$ cat src/rtl/alu_vector_gen.sv
// rtl/alu_vector_gen.sv - ALU stimulus vector generator with record handshake
//
// Purpose:
//   Drives LFSR-derived operand/opcode vectors onto an external combinational
//   ALU. It captures each result one cycle later and presents the vector and
//   the result as a record on a valid/ready handshake.
//   Optional macro VECGEN_DIRECTED_EN makes vectors 0..7 directed
//   (a = all ones, b = 1, op = index).
//
// Ports:
//   clk         in   sole clock, rising edge
//   rst         in   synchronous active-high reset
//   start       in   run request, sampled only while idle
//   busy        out  high whenever the generator is not idle
//   done        out  one-cycle pulse at the end of a run
//   alu_a/b     out  registered operands to the ALU (N bits)
//   alu_op      out  registered opcode to the ALU
//   alu_y       in   ALU result, valid one cycle after the operands change
//   rec_valid   out  record valid
//   rec_ready   in   record accepted by the consumer
//   rec_a/b     out  record operands (N bits)
//   rec_op      out  record opcode
//   rec_y       out  record ALU result (N bits)
//   rec_idx     out  zero-based record index

module alu_vector_gen #(
  parameter int          N       = 16,
  parameter int          NUM_VEC = 64,
  parameter logic [31:0] SEED    = 32'hACE1_2345
) (
  input  logic         clk,
  input  logic         rst,
  input  logic         start,
  output logic         busy,
  output logic         done,
  output logic [N-1:0] alu_a,
  output logic [N-1:0] alu_b,
  output logic [2:0]   alu_op,
  input  logic [N-1:0] alu_y,
  output logic         rec_valid,
  input  logic         rec_ready,
  output logic [N-1:0] rec_a,
  output logic [N-1:0] rec_b,
  output logic [2:0]   rec_op,
  output logic [N-1:0] rec_y,
  output logic [15:0]  rec_idx
);

  // An all-zero seed would lock the LFSR, so it is replaced by 1.
  localparam logic [31:0] SEED_EFF  = (SEED == 32'd0) ? 32'd1 : SEED;
  localparam logic [31:0] LFSR_MASK = 32'h8020_0003;
  localparam logic [15:0] LAST_IDX  = 16'(NUM_VEC - 1);

  typedef enum logic [1:0] {IDLE, DRIVE, EMIT, DONE} state_t;

  state_t      state;
  state_t      state_nxt;
  logic [15:0] idx;
  logic [31:0] lfsr;

  logic        start_run;
  logic        accept;
  logic        load_vec;

  logic [15:0]  vec_idx;
  logic [31:0]  vec_base;
  logic [31:0]  vec_lfsr;
  logic         vec_directed;
  logic [N-1:0] vec_a;
  logic [N-1:0] vec_b;
  logic [2:0]   vec_op;

  function automatic logic [31:0] lfsr_step(input logic [31:0] s);
    return {1'b0, s[31:1]} ^ (s[0] ? LFSR_MASK : 32'd0);
  endfunction

  assign start_run = (state == IDLE) && start;
  assign accept    = (state == EMIT) && rec_valid && rec_ready;
  assign load_vec  = start_run || (accept && (idx != LAST_IDX));

  assign busy = (state != IDLE);
  assign done = (state == DONE);

  // Next vector. A run start restarts the stream from the seed, so identical
  // runs replay identical vectors; otherwise the stream continues from lfsr.
  always_comb begin
    vec_idx  = (state == IDLE) ? 16'd0 : (idx + 16'd1);
    vec_base = (state == IDLE) ? SEED_EFF : lfsr;
`ifdef VECGEN_DIRECTED_EN
    vec_directed = (vec_idx < 16'd8);
`else
    vec_directed = 1'b0;
`endif
    // Directed vectors leave the LFSR untouched, so vector 8 gets the first
    // random value.
    vec_lfsr = vec_directed ? vec_base : lfsr_step(vec_base);
    vec_a    = vec_directed ? {N{1'b1}} : vec_lfsr[N-1:0];
    vec_b    = vec_directed ? N'(1) : vec_lfsr[31:32-N];
    vec_op   = vec_idx[2:0];
  end

  always_ff @(posedge clk) begin
    if (rst) begin
      state <= IDLE;
    end else begin
      state <= state_nxt;
    end
  end

  always_comb begin
    state_nxt = state;
    case (state)
      IDLE:    if (start) state_nxt = DRIVE;
      DRIVE:   state_nxt = EMIT;
      EMIT:    if (rec_valid && rec_ready) state_nxt = (idx == LAST_IDX) ? DONE : DRIVE;
      DONE:    state_nxt = IDLE;
      default: state_nxt = IDLE;
    endcase
  end

  always_ff @(posedge clk) begin
    if (rst) begin
      idx       <= 16'd0;
      lfsr      <= SEED_EFF;
      alu_a     <= '0;
      alu_b     <= '0;
      alu_op    <= 3'd0;
      rec_valid <= 1'b0;
      rec_a     <= '0;
      rec_b     <= '0;
      rec_op    <= 3'd0;
      rec_y     <= '0;
      rec_idx   <= 16'd0;
    end else begin
      if (load_vec) begin
        idx    <= vec_idx;
        lfsr   <= vec_lfsr;
        alu_a  <= vec_a;
        alu_b  <= vec_b;
        alu_op <= vec_op;
      end
      // The ALU result has had one full cycle to settle by the end of DRIVE.
      if (state == DRIVE) begin
        rec_a     <= alu_a;
        rec_b     <= alu_b;
        rec_op    <= alu_op;
        rec_y     <= alu_y;
        rec_idx   <= idx;
        rec_valid <= 1'b1;
      end
      if (accept) begin
        rec_valid <= 1'b0;
      end
    end
  end

endmodule

$ cat config.mk
export PLATFORM = sky130hd
export DESIGN_NAME = alu_vector_gen
export DESIGN_NICKNAME = d
export VERILOG_FILES = /design/src/rtl/alu_vector_gen.sv
export SDC_FILE = /design/constraint.sdc
export NUM_CORES = 1
export LEC_CHECK = 0
export CORE_MARGIN = 4
export CORE_UTILIZATION = 49
export CTS_BUF_LIST = sky130_fd_sc_hd__clkbuf_16
export DETAILED_ROUTE_END_ITERATION = 8
export GPL_ROUTABILITY_DRIVEN = 0
export MAX_ROUTING_LAYER = met4
export PLACE_DENSITY = 0.79
export SLEW_MARGIN = 20
export SYNTH_ARGS = -nofsm -noshare
export SYNTH_HDL_FRONTEND = slang
export SYNTH_SLANG_ARGS = --single-unit
$ cat constraint.sdc
create_clock -name clk -period 2.9 [get_ports clk]
set_clock_uncertainty 0.1 [all_clocks]
set_input_delay 0.58 -clock clk [delete_from_list [all_inputs] [get_ports clk]]
set_output_delay 0.58 -clock clk [all_outputs]
set_load 0.01 [all_outputs]
==> impl_results.md <==
* Status: finished, final reports clean
* Via-to-Cell Ratio at 5.67
* Multi-input combinational cell area at 0.00224 mm2
* Worst Max-Slew Pin Slew at 0.742 ns
* Die width at 111 um
* Mapped Area at 0.00522 mm2
* Reg2Reg Launch Point: alu_op[1]
* Ys flop type: dfxtp_1
* DRC at 0
* Drt wl/cell at 16.4 um
* Leakage at 2.43 nW
* Top-count cell post-synth: nand2_1
* Final setup violation count at 0
* Post-CTS Resized at 0
* Max Fclk at 0.372 GHz
* Yosys top cell by area: dfxtp_1
* Synth-to-layout area growth at 34.4%
* Slew Limit Headroom at 50.4%
* Grt met1 use at 27.8%
* Top Usage Layer GRT: met2
* Num rows at 37
* Final std cells w/o fill at 842
* Data arrival time of the worst path at 2.01 ns
* Largest net degree at the start of global routing at 74
* CTS Buffer Depth at 2
* Post-Syn Nets at 630
* RSZ-0062 raised after global routing: no
* Number of global-route vias before repair at 4755
* Fill cells at 800
* EDFF count, synth at 0
* Final hold vios at 0
* VDD IR max at 0.388 mV
* Crit path launch: state[1]
* CTS root buf: clkbuf_16
* Final Cycle Share at 92.6%
* Die area at 0.0124 mm2
* Largest fanout on the critical path at 8
* CTS Hold Bufs at 0
* Starting density of the core at 50.3%
* DP HPWL at 8990 um
* Area contributors post-synth: dfxtp_1 (49%), nand2_1 (9.9%), a21oi_1 (8.2%)
* Gr ovfl total at 0
* First DRT Iteration DRCs at 561
* Clk_lat worst skew at 0.41 ns
* Synth cell count leaders: nand2_1 (137), dfxtp_1 (129), a21oi_1 (86)
* Met2 GRT Util at 36.7%
* MaxCap Viol Count at 0
* Synth Register Bits at 129
* H-tree level count at 4
* Port bufs at 124
* Util after Layout at 67.7%
* First-pass GRT wire length at 22900 um
* Tmin final at 2.69 ns
* Tot GR Track Use at 22.8%
* Crit end category: primary output
* Die H at 111 um
* Yosys warnings at 0
* Antenna Cells at 0
* FFs w/ async S/R, synth at 0%
* Core area at 0.0104 mm2
* Setup bufs post-CTS at 0
* Post-detailed-route count of antenna-violating nets at 0
* Total CTS buffers at 17
* Sink Count at 129
* DP Cell Count at 811
* Netlist cell types at 52
* Seq. cell area at 0.00258 mm2
* Synthesized instance count at 609
* Final WL at 13800 um
* Synth top area share at 49.5%
* Type of the worst setup path: flip-flop to primary output
* IO Pins at 125
* P per Cell Area at 630 mW/mm2
* TritonCTS clock tree: built
* Crit start category: flip-flop
* Sum Neg Setup Slack at 0 ns
* Hold WC Path Type: input pin to flip-flop
* Initial antenna violation count at 0
* DR pass1 iterations at 6
* CP required at 2.22 ns
* Fraction of the yosys area taken by sequential cells at 49.5%
* Layout cells sized above 1 at 10.1%
* GR Layer Usage met3 at 5.46%
* Final Max Slew Viols at 0
* Nets at 715
* Routed vias at 4774
* Min-delay src: rst
* Syn Area/Cell at 8.57 um2
* Worst-path clk slew at 0.06 ns
-- state kept, by name (all words and copies together), names as in the netlist --
signal and flops:
idx 14, rec_y 16, alu_a 15, rec_idx 14, alu_b 16, state 2, rec_valid 1, lfsr 15
alu_op 2, rec_op 2, rec_b 16, rec_a 16
-- kinds of logic (layout without fill, tap and decap cells) --
group | Yosys count | after routing | synth area share, %
AO/OA/AOI/OAI | 154 | 154 | 19.3
adder cells (fa/ha/maj) | 1 | 1 | 0.240
buffers and inverters | 79 | 176 | 8.01
XOR/XNOR | 3 | 3 | 0.503
flip-flops | 129 | 129 | 49.5
multiplexers | 3 | 3 | 0.623
AND/OR/NAND/NOR | 240 | 240 | 21.8
-- power breakdown --
| group | total (mW) | internal (mW) | switching [mW] |
|---|---|---|---|
| clock | 2.21 | 1.43 | 0.777 |
| sequential | 1.88 | 1.83 | 0.0499 |
| combinational | 0.339 | 0.151 | 0.188 |
-- layout by cell type (no fill, tap or decap), drive strengths merged, types with 5 or more instances in the layout --
| cell | instances |
|---|---|
| a211oi | 10 |
| a21oi | 87 |
| a221o | 10 |
| a32o | 9 |
| buf | 18 |
| clkbuf | 17 |
| clkdlybuf4s50 | 123 |
| clkinv | 5 |
| dfxtp | 129 |
| inv | 6 |
| nand2 | 137 |
| nand3 | 19 |
| nand4 | 7 |
| nor2 | 23 |
| nor2b | 11 |
| nor3 | 14 |
| nor4 | 10 |
| o211ai | 13 |
| o21ai | 5 |
-- worst max-delay path: stages, from the launching register on --
cell	delay, ns
dfxtp_1	0.43
nor2_1	0.43
inv_1	0.21
clkdlybuf4s50_1	0.53
-- metal layers --
| layer | routed length, um | vias to the layer above |
|---|---|---|
| li1 | - | 2283 |
| met1 | 5840 | 2273 |
| met3 | 983 | 25 |
| met5 | 0 | - |
| met2 | 6810 | 193 |
| met4 | 210 | 0 |
-- area by class of cell --
cell class	instances	share of cell area (%)
clock inverter	14	2.71
sequential	129	36.8
multi-input combinational	401	32.0
clock buffer	17	6.06
tap	136	2.43
timing repair buffer	141	19.8
inverter	4	0.214
-- through the flow --
| step | setup slack (ns) | hold slack (ns) | cell area (um2) | total power, mW |
|---|---|---|---|---|
| detailed placement | 0.174 | 0.347 | 6390 | 2.25 |
| global placement | 0.207 | 0.340 | 6390 | 2.24 |
| global route | 0.140 | 0.343 | 7020 | 4.56 |
| floorplan | 0.856 | 0.357 | 5220 | 2.09 |
| finish | 0.214 | 0.341 | 7020 | 4.42 |
| CTS | 0.258 | 0.332 | 7010 | 4.44 |
-- path summary, 6_finish.rpt --
| kind | endpoint | depth (start not counted) | slack (ns) |
|---|---|---|---|
| setup / recovery | busy | 3 | 0.21 |
| hold / removal | alu_a[14] | 2 | 0.34 |
| setup reg to reg | lfsr[8] | 5 | 0.60 |
| hold reg to reg | rec_b[5] | 2 | 0.35 |
Note: power is estimated with default switching activity, not from simulation.
